`config.mk`:
```
export PLATFORM = sky130hd
export DESIGN_NAME = uart_cmd_ctrl_flat
export DESIGN_NICKNAME = d
export VERILOG_FILES = /design/src/rtl/uart_cmd_ctrl_pkg.sv /design/src/rtl/uart_cmd_ctrl_if.sv /design/src/rtl/uart_cmd_ctrl_timeout.sv /design/src/rtl/uart_cmd_ctrl.sv /design/src/flat_wrapper.sv
export SDC_FILE = /design/constraint.sdc
export NUM_CORES = 1
export LEC_CHECK = 0
export BUFFER_PORTS_ARGS = -buffer_cell sky130_fd_sc_hd__buf_2
export CORE_UTILIZATION = 57
export CTS_CLUSTER_DIAMETER = 200
export DETAILED_ROUTE_END_ITERATION = 10
export PLACE_DENSITY = 0.95
export SYNTH_ARGS = -nofsm -noshare
export SYNTH_HDL_FRONTEND = slang
export SYNTH_SLANG_ARGS = --single-unit
```
`constraint.sdc`:
```
create_clock -name CLK -period 6.5 [get_ports CLK]
set_input_delay 0.325 -clock CLK [delete_from_list [all_inputs] [get_ports CLK]]
set_output_delay 0.325 -clock CLK [all_outputs]
set_load 0.005 [all_outputs]
```
`src/rtl/uart_cmd_ctrl_pkg.sv`:
```
// Shared definitions for the UART command sequencer: opcodes, FSM state
// encoding, receiver configuration reset values and a prescale legality helper.
package uart_cmd_ctrl_pkg;

   localparam logic [7:0] CMD_WR    = 8'hAA;
   localparam logic [7:0] CMD_RD    = 8'hBB;
   localparam logic [7:0] CMD_CFG   = 8'hCC;
   localparam logic [7:0] ERR_REPLY = 8'hEE;

   localparam logic [4:0] PRESCALE_RST    = 5'd8;
   localparam logic       PARITY_EN_RST   = 1'b1;
   localparam logic       PARITY_TYPE_RST = 1'b0;

   typedef enum logic [2:0] {
      ST_IDLE,
      ST_WR_ADDR,
      ST_WR_DATA,
      ST_RD_ADDR,
      ST_RD_WAIT,
      ST_TX_SEND,
      ST_CFG_DATA
   } state_e;

   // The receiver only supports x4, x8 and x16 oversampling.
   function automatic logic prescale_ok(input logic [4:0] p);
      return (p == 5'd4) || (p == 5'd8) || (p == 5'd16);
   endfunction

endpackage

```
`src/rtl/uart_cmd_ctrl_if.sv`:
```
// Bundle of every non-clock signal around the command sequencer: receiver
// byte stream, register-file strobes, transmitter handshake and receiver config.
// master = the sequencer, slave = the surrounding receiver/register file/transmitter.
interface uart_cmd_ctrl_if #(
   parameter int width      = 8,
   parameter int addr_width = 4
);

   logic [width-1:0]      Rx_P_Data;
   logic                  Rx_Data_valid;
   logic                  Rx_Parity_error;
   logic                  Rx_stop_error;
   logic [addr_width-1:0] RF_Address;
   logic                  RF_WrEn;
   logic [width-1:0]      RF_WrData;
   logic                  RF_RdEn;
   logic [width-1:0]      RF_RdData;
   logic                  RF_RdData_valid;
   logic [width-1:0]      Tx_P_Data;
   logic                  Tx_Data_valid;
   logic                  Tx_ready;
   logic [4:0]            Prescale;
   logic                  Parity_EN;
   logic                  Parity_type;
   logic                  Cmd_abort;

   modport master (
      input  Rx_P_Data, Rx_Data_valid, Rx_Parity_error, Rx_stop_error,
      input  RF_RdData, RF_RdData_valid, Tx_ready,
      output RF_Address, RF_WrEn, RF_WrData, RF_RdEn,
      output Tx_P_Data, Tx_Data_valid,
      output Prescale, Parity_EN, Parity_type, Cmd_abort
   );

   modport slave (
      output Rx_P_Data, Rx_Data_valid, Rx_Parity_error, Rx_stop_error,
      output RF_RdData, RF_RdData_valid, Tx_ready,
      input  RF_Address, RF_WrEn, RF_WrData, RF_RdEn,
      input  Tx_P_Data, Tx_Data_valid,
      input  Prescale, Parity_EN, Parity_type, Cmd_abort
   );

endinterface

```
`src/rtl/uart_cmd_ctrl_timeout.sv`:
```
// Idle-cycle watchdog for the command sequencer. Counts while enabled,
// returns to zero on clear or when disabled, and flags expiry on the
// limit-1 count so the owner can abort on that same cycle.
module uart_cmd_timeout #(
   parameter int limit = 4096
) (
   input  logic clk,
   input  logic rst_n,
   input  logic clear,
   input  logic enable,
   output logic expired
);

   localparam int CW = (limit > 2) ? $clog2(limit) : 1;

   logic [CW-1:0] count_q;
   logic [CW-1:0] count_d;

   assign expired = enable && (count_q == CW'(limit - 1));

   // Next count: restart on clear or when not watching, hold once expired.
   always_comb begin
      count_d = count_q;
      if (clear || !enable) begin
         count_d = '0;
      end else if (!expired) begin
         count_d = count_q + 1'b1;
      end
   end

   // Counter register.
   always_ff @(posedge clk or negedge rst_n) begin
      if (!rst_n) begin
         count_q <= '0;
      end else begin
         count_q <= count_d;
      end
   end

endmodule

```
`src/rtl/uart_cmd_ctrl.sv`:
```
// Command sequencer between UART receiver, register file and UART transmitter.
// Parses write (0xAA addr data), read (0xBB addr) and config (0xCC cfg)
// commands, returns read data over Tx, and owns the receiver configuration.
// Optional macro UART_CMD_ERR_REPLY_EN: every abort also sends 0xEE over Tx.
module uart_cmd_ctrl
   import uart_cmd_ctrl_pkg::*;
#(
   parameter int width       = 8,
   parameter int addr_width  = 4,
   parameter int timeout_cyc = 4096
) (
   input logic             CLK,
   input logic             Reset,
   uart_cmd_ctrl_if.master bus
);

   state_e                state_q, state_d;
   logic [addr_width-1:0] rf_address_q, rf_address_d;
   logic [width-1:0]      rf_wr_data_q, rf_wr_data_d;
   logic [width-1:0]      tx_data_q, tx_data_d;
   logic                  rf_wr_en_q, rf_wr_en_d;
   logic                  rf_rd_en_q, rf_rd_en_d;
   logic                  tx_valid_q, tx_valid_d;
   logic                  cmd_abort_q, cmd_abort_d;
   logic [4:0]            prescale_q, prescale_d;
   logic                  parity_en_q, parity_en_d;
   logic                  parity_type_q, parity_type_d;

   logic [width-1:0]      rx_byte;
   logic                  rx_err;
   logic                  byte_taken;
   logic                  do_abort;
   logic                  tmo_clear;
   logic                  tmo_enable;
   logic                  tmo_expired;

   assign rx_byte = bus.Rx_P_Data;
   assign rx_err  = bus.Rx_Parity_error | bus.Rx_stop_error;

   assign tmo_enable = (state_q == ST_WR_ADDR) || (state_q == ST_WR_DATA) ||
                       (state_q == ST_RD_ADDR) || (state_q == ST_RD_WAIT) ||
                       (state_q == ST_CFG_DATA);
   assign tmo_clear  = (state_d != state_q) || byte_taken;

   uart_cmd_timeout #(
      .limit(timeout_cyc)
   ) u_timeout (
      .clk    (CLK),
      .rst_n  (Reset),
      .clear  (tmo_clear),
      .enable (tmo_enable),
      .expired(tmo_expired)
   );

   // Next-state and next-output decode; frame errors beat data, data beats timeout.
   always_comb begin
      state_d       = state_q;
      rf_address_d  = rf_address_q;
      rf_wr_data_d  = rf_wr_data_q;
      tx_data_d     = tx_data_q;
      tx_valid_d    = tx_valid_q;
      prescale_d    = prescale_q;
      parity_en_d   = parity_en_q;
      parity_type_d = parity_type_q;
      rf_wr_en_d    = 1'b0;
      rf_rd_en_d    = 1'b0;
      cmd_abort_d   = 1'b0;
      byte_taken    = 1'b0;
      do_abort      = 1'b0;

      case (state_q)
         ST_IDLE: begin
            if (bus.Rx_Data_valid) begin
               if (rx_byte == width'(CMD_WR)) begin
                  state_d = ST_WR_ADDR;
               end else if (rx_byte == width'(CMD_RD)) begin
                  state_d = ST_RD_ADDR;
               end else if (rx_byte == width'(CMD_CFG)) begin
                  state_d = ST_CFG_DATA;
               end
            end
         end
         ST_WR_ADDR: begin
            if (rx_err) begin
               do_abort = 1'b1;
            end else if (bus.Rx_Data_valid) begin
               byte_taken   = 1'b1;
               rf_address_d = rx_byte[addr_width-1:0];
               state_d      = ST_WR_DATA;
            end else if (tmo_expired) begin
               do_abort = 1'b1;
            end
         end
         ST_WR_DATA: begin
            if (rx_err) begin
               do_abort = 1'b1;
            end else if (bus.Rx_Data_valid) begin
               byte_taken   = 1'b1;
               rf_wr_data_d = rx_byte;
               rf_wr_en_d   = 1'b1;
               state_d      = ST_IDLE;
            end else if (tmo_expired) begin
               do_abort = 1'b1;
            end
         end
         ST_RD_ADDR: begin
            if (rx_err) begin
               do_abort = 1'b1;
            end else if (bus.Rx_Data_valid) begin
               byte_taken   = 1'b1;
               rf_address_d = rx_byte[addr_width-1:0];
               rf_rd_en_d   = 1'b1;
               state_d      = ST_RD_WAIT;
            end else if (tmo_expired) begin
               do_abort = 1'b1;
            end
         end
         ST_RD_WAIT: begin
            if (bus.RF_RdData_valid) begin
               tx_data_d  = bus.RF_RdData;
               tx_valid_d = 1'b1;
               state_d    = ST_TX_SEND;
            end else if (tmo_expired) begin
               do_abort = 1'b1;
            end
         end
         ST_TX_SEND: begin
            if (bus.Tx_ready) begin
               tx_valid_d = 1'b0;
               state_d    = ST_IDLE;
            end
         end
         ST_CFG_DATA: begin
            if (rx_err) begin
               do_abort = 1'b1;
            end else if (bus.Rx_Data_valid) begin
               byte_taken = 1'b1;
               if (prescale_ok(rx_byte[4:0])) begin
                  parity_en_d   = rx_byte[7];
                  parity_type_d = rx_byte[6];
                  prescale_d    = rx_byte[4:0];
                  state_d       = ST_IDLE;
               end else begin
                  do_abort = 1'b1;
               end
            end else if (tmo_expired) begin
               do_abort = 1'b1;
            end
         end
         default: begin
            state_d = ST_IDLE;
         end
      endcase

      if (do_abort) begin
         cmd_abort_d = 1'b1;
`ifdef UART_CMD_ERR_REPLY_EN
         tx_data_d   = width'(ERR_REPLY);
         tx_valid_d  = 1'b1;
         state_d     = ST_TX_SEND;
`else
         state_d     = ST_IDLE;
`endif
      end
   end

   // State and registered outputs.
   always_ff @(posedge CLK or negedge Reset) begin
      if (!Reset) begin
         state_q       <= ST_IDLE;
         rf_address_q  <= '0;
         rf_wr_data_q  <= '0;
         tx_data_q     <= '0;
         rf_wr_en_q    <= 1'b0;
         rf_rd_en_q    <= 1'b0;
         tx_valid_q    <= 1'b0;
         cmd_abort_q   <= 1'b0;
         prescale_q    <= PRESCALE_RST;
         parity_en_q   <= PARITY_EN_RST;
         parity_type_q <= PARITY_TYPE_RST;
      end else begin
         state_q       <= state_d;
         rf_address_q  <= rf_address_d;
         rf_wr_data_q  <= rf_wr_data_d;
         tx_data_q     <= tx_data_d;
         rf_wr_en_q    <= rf_wr_en_d;
         rf_rd_en_q    <= rf_rd_en_d;
         tx_valid_q    <= tx_valid_d;
         cmd_abort_q   <= cmd_abort_d;
         prescale_q    <= prescale_d;
         parity_en_q   <= parity_en_d;
         parity_type_q <= parity_type_d;
      end
   end

   assign bus.RF_Address    = rf_address_q;
   assign bus.RF_WrData     = rf_wr_data_q;
   assign bus.RF_WrEn       = rf_wr_en_q;
   assign bus.RF_RdEn       = rf_rd_en_q;
   assign bus.Tx_P_Data     = tx_data_q;
   assign bus.Tx_Data_valid = tx_valid_q;
   assign bus.Cmd_abort     = cmd_abort_q;
   assign bus.Prescale      = prescale_q;
   assign bus.Parity_EN     = parity_en_q;
   assign bus.Parity_type   = parity_type_q;

endmodule

```
`src/flat_wrapper.sv`:
```
// flat-port wrapper written by rule: the top's interface ports become plain ports
module uart_cmd_ctrl_flat import uart_cmd_ctrl_pkg::*;
#(
   parameter int width       = 8,
   parameter int addr_width  = 4,
   parameter int timeout_cyc = 4096
)
  (CLK, Reset, bus_Rx_P_Data, bus_Rx_Data_valid, bus_Rx_Parity_error, bus_Rx_stop_error, bus_RF_RdData, bus_RF_RdData_valid, bus_Tx_ready, bus_RF_Address, bus_RF_WrEn, bus_RF_WrData, bus_RF_RdEn, bus_Tx_P_Data, bus_Tx_Data_valid, bus_Prescale, bus_Parity_EN, bus_Parity_type, bus_Cmd_abort);
  uart_cmd_ctrl_if #(.width(width), .addr_width(addr_width)) bus_i ();
  input logic CLK;
  input logic Reset;
  input wire logic [$bits(bus_i.Rx_P_Data)-1:0] bus_Rx_P_Data;
  input wire logic [$bits(bus_i.Rx_Data_valid)-1:0] bus_Rx_Data_valid;
  input wire logic [$bits(bus_i.Rx_Parity_error)-1:0] bus_Rx_Parity_error;
  input wire logic [$bits(bus_i.Rx_stop_error)-1:0] bus_Rx_stop_error;
  input wire logic [$bits(bus_i.RF_RdData)-1:0] bus_RF_RdData;
  input wire logic [$bits(bus_i.RF_RdData_valid)-1:0] bus_RF_RdData_valid;
  input wire logic [$bits(bus_i.Tx_ready)-1:0] bus_Tx_ready;
  output wire logic [$bits(bus_i.RF_Address)-1:0] bus_RF_Address;
  output wire logic [$bits(bus_i.RF_WrEn)-1:0] bus_RF_WrEn;
  output wire logic [$bits(bus_i.RF_WrData)-1:0] bus_RF_WrData;
  output wire logic [$bits(bus_i.RF_RdEn)-1:0] bus_RF_RdEn;
  output wire logic [$bits(bus_i.Tx_P_Data)-1:0] bus_Tx_P_Data;
  output wire logic [$bits(bus_i.Tx_Data_valid)-1:0] bus_Tx_Data_valid;
  output wire logic [$bits(bus_i.Prescale)-1:0] bus_Prescale;
  output wire logic [$bits(bus_i.Parity_EN)-1:0] bus_Parity_EN;
  output wire logic [$bits(bus_i.Parity_type)-1:0] bus_Parity_type;
  output wire logic [$bits(bus_i.Cmd_abort)-1:0] bus_Cmd_abort;
  assign bus_i.Rx_P_Data = bus_Rx_P_Data;
  assign bus_i.Rx_Data_valid = bus_Rx_Data_valid;
  assign bus_i.Rx_Parity_error = bus_Rx_Parity_error;
  assign bus_i.Rx_stop_error = bus_Rx_stop_error;
  assign bus_i.RF_RdData = bus_RF_RdData;
  assign bus_i.RF_RdData_valid = bus_RF_RdData_valid;
  assign bus_i.Tx_ready = bus_Tx_ready;
  assign bus_RF_Address = bus_i.RF_Address;
  assign bus_RF_WrEn = bus_i.RF_WrEn;
  assign bus_RF_WrData = bus_i.RF_WrData;
  assign bus_RF_RdEn = bus_i.RF_RdEn;
  assign bus_Tx_P_Data = bus_i.Tx_P_Data;
  assign bus_Tx_Data_valid = bus_i.Tx_Data_valid;
  assign bus_Prescale = bus_i.Prescale;
  assign bus_Parity_EN = bus_i.Parity_EN;
  assign bus_Parity_type = bus_i.Parity_type;
  assign bus_Cmd_abort = bus_i.Cmd_abort;
  uart_cmd_ctrl #(.width(width), .addr_width(addr_width), .timeout_cyc(timeout_cyc)) u_core (.CLK(CLK), .Reset(Reset), .bus(bus_i));
endmodule
```
# Word-level counts from Yosys, hierarchy flattened
# Index checks and enable logic that the tools add are counted.
# word_totals
reg_bits	46
out_inout_bits	31
wordCells	88
inputBits	23
# op_classes
reduce_logical	20
n_eq_ne	17
bitwise	2
mux	36
addsub	1
# ops
op	n
$mux 3	16
$eq 8x8->1 const B	3
$mux 12	2
$pmux 3 s7	1
$mux 1	15
$add 12x1->12 const B	1
$eq 12x12->1 const B	1
$eq 3x3->1 const B	3
$reduce_and 3->1	3
$logic_or 1x1->1	8
$eq 3x2->1 const B	2
$ne 2x2->1 const B	3
$eq 5x3->1 const B	1
$eq 5x4->1 const B	1
$eq 5x5->1 const B	1
$reduce_and 4->1	1
$reduce_or 4->1	1
$eq 3x1->1 const B	1
$logic_not 3->1	1
$ne 3x3->1	1
$pmux 1 s3	1
$reduce_or 3->1	1
$pmux 1 s2	1
$reduce_and 2->1	1
6 further kinds	6

# Logic depth before layout (Yosys ltp)
# depth
depth_word	15
ltp_mapped	8
ltp_nobuf	7

# By module
# Synthesis repeated with hierarchy kept, for this count alone.
# hier_totals
hier_cells	194
hier_area_um2	2239.6
# by_module_without_submodules
module	area_each_um2	seq_area_each_um2	cells_per_inst	n_inst
uart_cmd_ctrl	1581.5	853.3	129	1
uart_cmd_timeout	658.1	300.3	65	1

# Worst setup path before layout
# No wires, ideal clock.
# synth_timing
path_type	input-to-reg
start	input port bus_Rx_P_Data[4]
end	register u_core.u_timeout.count_q[0]
path_buffers	2
cell_stages	8
setup_time_ns	0.097
t_required_ns	6.403
path_slack_ns	4.381
arrival_ns	2.022
path_cell_list	buf_2 o21ai_0 o211ai_2 a41o_1 a211oi_2 mux2_4 buf_6 nor4_2
# synth_via
elab_chain_cells	12
elab_cells_between_ends	26
cone_classes	eq/ne: 8; mux: 14; reduce/logical: 4
# synth_rtl
item	line	rtl
from (decl)	flat_wrapper.sv:12	input wire logic [$bits(bus_i.Rx_P_Data)-1:0] bus_Rx_P_Data;
$eq 5x3->1 / $eq 5x4->1 (equally long branches)	uart_cmd_ctrl_pkg.sv:26	return (p == 5'd4) || (p == 5'd8) || (p == 5'd16);
$logic_or 1x1->1 (2 in series)	uart_cmd_ctrl_pkg.sv:26	
$mux 3 / $mux 1 (equally long branches)	uart_cmd_ctrl.sv:138	if (prescale_ok(rx_byte[4:0])) begin
$mux 3 / $mux 1 (equally long branches)	uart_cmd_ctrl.sv:136	end else if (bus.Rx_Data_valid) begin
$mux 3 / $mux 1 (equally long branches)	uart_cmd_ctrl.sv:134	if (rx_err) begin
$pmux 3 s7 / $pmux 1 s3 (equally long branches)	uart_cmd_ctrl.sv:71	case (state_q)
$mux 3 *	uart_cmd_ctrl.sv:155	if (do_abort) begin
via u_core.state_d[1]	uart_cmd_ctrl.sv:17	state_e state_q, state_d;
$ne 3x3->1 *	uart_cmd_ctrl.sv:43	assign tmo_clear = (state_d != state_q) || byte_taken;
$logic_or 1x1->1 *	uart_cmd_ctrl.sv:43	
$logic_or 1x1->1 *	uart_cmd_ctrl_timeout.sv:24	if (clear || !enable) begin
$ne 2x2->1 (no source line) / $mux 12 (equally long branches)	-	
to (signal assigned)	uart_cmd_ctrl_timeout.sv:36	count_q <= count_d;
to (decl)	uart_cmd_ctrl_timeout.sv:16	logic [CW-1:0] count_q;
# The timed path passes the listed nets; every way through them passes the cells marked *.
# A chain may end at the register's enable or synchronous reset.

# Worst setup path in the final report
# layout_timing
start	register u_core.state_q[2]
end	register u_core.u_timeout.count_q[3]
# layout_via
elab_chain_cells	15
elab_cells_between_ends	45
cone_classes	eq/ne: 8; mux: 26; reduce/logical: 11
# layout_rtl
item	line	rtl
from (decl)	uart_cmd_ctrl.sv:17	
from (signal assigned)	uart_cmd_ctrl.sv:182	state_q <= state_d;
$eq 3x1->1 / $eq 3x2->1 (equally long branches)	uart_cmd_ctrl.sv:40, uart_cmd_ctrl.sv:71	
$logic_or 1x1->1 (2 in series)	uart_cmd_ctrl.sv:40	assign tmo_enable = (state_q == ST_WR_ADDR) || (state_q == ST_WR_DATA) ||
$logic_or 1x1->1 (2 in series)	uart_cmd_ctrl.sv:41	(state_q == ST_RD_ADDR) || (state_q == ST_RD_WAIT) ||
$logic_and 1x1->1	uart_cmd_ctrl_timeout.sv:19	assign expired = enable && (count_q == CW'(limit - 1));
$mux 1	-	
$mux 1 (on tied branches)	uart_cmd_ctrl.sv:136, uart_cmd_ctrl.sv:86	
$mux 1 (on tied branches)	uart_cmd_ctrl.sv:134, uart_cmd_ctrl.sv:95	
$pmux 1 s3	uart_cmd_ctrl.sv:71	
$mux 3	uart_cmd_ctrl.sv:155	
$ne 3x3->1	uart_cmd_ctrl.sv:43	
$logic_or 1x1->1	uart_cmd_ctrl.sv:43	
$logic_or 1x1->1	uart_cmd_ctrl_timeout.sv:24	
$ne 2x2->1 (no source line) / $mux 12 (equally long branches)	-	
# Several ways; a longest one is shown, not always the timed one.

==> reports/qor.csv <==
metric,value,unit
async_reset_ff_share,100,%
timing.fmax,420,MHz
utilization,71.4,%
diodes,0,
grt_pass1_vias,1799,
track_usage,26.3,%
min_period,2.38,ns
drt_iter0_markers,127,
dr.pass1.iters,4,
max_stage_delay,0.63,ns
grtUsageMet1,33.1,%
die_w,65.9,µm
outcome,"finished, final reports clean",
grt.busiest_layer,met2,
rsz0062_at_grt,false,
grt.overflow.total,0,
hold_viol_final,0,
crit_slowest_cell,dfrtp_1,
grt_pass1_wl,8.45,mm
io_pins,54,
cts_made_buffers,5,
globalplace.congestion,0.923,
dieArea,0.00434,mm²
fin_nets,278,
worstPathCellList,nand2b_1 > a21oi_1 > a41oi_1 > nand2_1 > o31a_1 > nor4_1,
cts_tree,yes,
avgSynthCellArea,11.6,µm²
synth_simple_gate_area_share,21.4,%
p_per_area,308,mW/mm²
grtUsageMet2,42.2,%
drcViolationCount,0,
numClockSinks,46,
clock_latency,0.29,ns
clkTransAtPathRegs,0.08,ns
wirelength,5.01,mm
antenna_found_initial,0,
met3_usage,6.72,%
post_drt_wl_per_cell,16.5,µm
slew_violations,0,
synth-seq-cells,46,
finalCritPeriodShare,36.6,%
maxCapViolCount,0,
startpoint_type,register,
crit_path_end_kind,register,
hold_buffers,0,
critPathTopFamily,compound AO/OA/AOI/OAI gates,
syn_to_final_growth,16.6,%
required,6.70,ns
die_y,65.9,µm
yosysWarningCount,0,
hpwl,3.45,mm
setup_violations,0,
yosysSeqAreaShare,49.6,%
clk_path_buf_depth,2,
synth.area.mux_share,13.2,%
ctsResizeCount,0,
synth_top_family_by_area,simple AND/OR/NAND/NOR gates,
tightestPinTransition,0.988,ns
postRouteAntennaNets,0,
maxSlewHeadroom,34.2,%
whs,0.182,ns
synth_nets,224,
grt_max_degree,47,
critPathKind,reg -> reg,
p_leak,1.29,nW
synth_edf_count,0,
h-tree-depth,2,
synth_xor_area_share,3.39,%
hold_path.class,in -> async,
rows,22,
portBuffers,53,
cp_num_buf_inv,0,
synth_compound_area_share,9.47,%
reg2reg_depth,6,
start_util,61.2,%
synth_ff_type,dfrtp_1,
ir_drop,0.231,mV
core,0.00380,mm²
r2r-end,u_core.u_timeout.count_q[3],
cp_data_arrival_time,2.58,ns
cts_setup_buffers,0,
via_per_inst,5.96,
synth_cell_types,46,
drive_gt1_share,42.4,%
skew,0.00238,ns
tns,0,ns
r2r-start,u_core.state_q[2],
fillCellCount,273,
syn_area,0.00232,mm²
rrSetupSlack,4.12,ns
vias,1807,
root_buffer,clkbuf_8,
syn_inst,200,
crit_fanout,14,
synth_fa_ha_area_share,0.538,%
==> routing by layer <==
metal | share of wire (%) | up-vias
met2 | 49 | 66
met5 | 0 | -
met1 | 43 | 881
met3 | 5.7 | 13
li1 | - | 847
met4 | 2.3 | 0
==> sequential cells by signal (all words and copies together) (netlist names) <==
register	cells
u_core.bus.Prescale	5
u_core.bus.Parity_EN	1
u_core.bus.RF_WrData	8
u_core.bus.RF_WrEn	1
u_core.u_timeout.count_q	12
u_core.state_q	3
u_core.bus.RF_RdEn	1
u_core.bus.Parity_type	1
u_core.bus.Cmd_abort	1
u_core.bus.RF_Address	4
u_core.bus.Tx_Data_valid	1
u_core.bus.Tx_P_Data	8
==> logic make-up (layout without fill, tap and decap cells) <==
| family | Yosys count | in the layout |
|---|---|---|
| and+or+nand+nor | 77 | 77 |
| DFF | 46 | 46 |
| AOI/OAI and AO/OA | 29 | 29 |
| muxes | 27 | 27 |
| buffers and inverters | 11 | 66 |
| xor gates and xnor gates | 9 | 9 |
| adders and majority gates | 1 | 1 |
==> power breakdown <==
group	total, mW	internal (mW)	switching (mW)
Clock	0.179	0.0855	0.0940
Combinational	0.258	0.125	0.134
Sequential	0.397	0.352	0.0446
==> worst max-delay path by stage <==
stage / from / cells past startpoint / slack, ns / endpoint
6_report: u_core.state_q[2] / 6 / 4.12 / u_core.u_timeout.count_q[3]
4_1_cts: u_core.state_q[2] / 6 / 4.16 / u_core.u_timeout.count_q[10]
5_1_grt: u_core.state_q[2] / 6 / 3.88 / u_core.u_timeout.count_q[11]
3_3_place_gp: u_core.state_q[1] / 6 / 4.21 / u_core.u_timeout.count_q[3]
2_1_floorplan: bus_Rx_P_Data[4] / 8 / 4.38 / u_core.u_timeout.count_q[0]
3_5_place_dp: bus_Rx_P_Data[4] / 7 / 4.15 / u_core.u_timeout.count_q[11]
==> final cells by class <==
class,instances,area (µm²),area share [%]
clock inverter,2,12.5,0.461
timing repair buffer,54,273,10.1
inverter,4,15.0,0.554
clock buffer,6,82.6,3.05
multi-input combinational,143,1110,41.1
sequential,46,1150,42.5
tap,48,60.1,2.22
==> synthesized netlist by cell type, types with 3 or more instances <==
master    n  share of area (%)
a21oi_1   6                1.3
buf_2     3               0.65
dfrtp_1  44                 47
inv_1     4               0.65
mux2_2   25                 12
nand2_1  14                2.3
nand3_1  11                2.4
nor2_1   11                1.8
nor2b_1   8                2.2
nor3_1    4               0.86
nor4_1    5                1.3
nor4_2   10                5.4
o21ai_0   6                1.3
xnor2_1   7                2.6
==> cells in the final DEF, fill, tap and decap left out, drive strengths merged, types with 3 or more instances in the layout <==
| master | n |
|---|---|
| a211oi | 3 |
| a21oi | 6 |
| buf | 54 |
| clkbuf | 6 |
| dfrtp | 44 |
| inv | 4 |
| mux2 | 26 |
| nand2 | 15 |
| nand3 | 11 |
| nor2 | 11 |
| nor2b | 8 |
| nor3 | 4 |
| nor4 | 15 |
| o21ai | 8 |
| xnor2 | 7 |
==> metrics by stage <==
step / instance area (µm²) / setup slack (ns) / cells / power, mW
floorplan: 2320 / 4.38 / 200 / 0.562
detailed placement: 2620 / 4.15 / 295 / 0.657
global route: 2710 / 3.88 / 303 / 0.879
global placement: 2620 / 4.21 / 295 / 0.643
CTS: 2710 / 4.16 / 303 / 0.838
finish: 2710 / 4.12 / 303 / 0.834
Power figures use the tool's default switching activity.
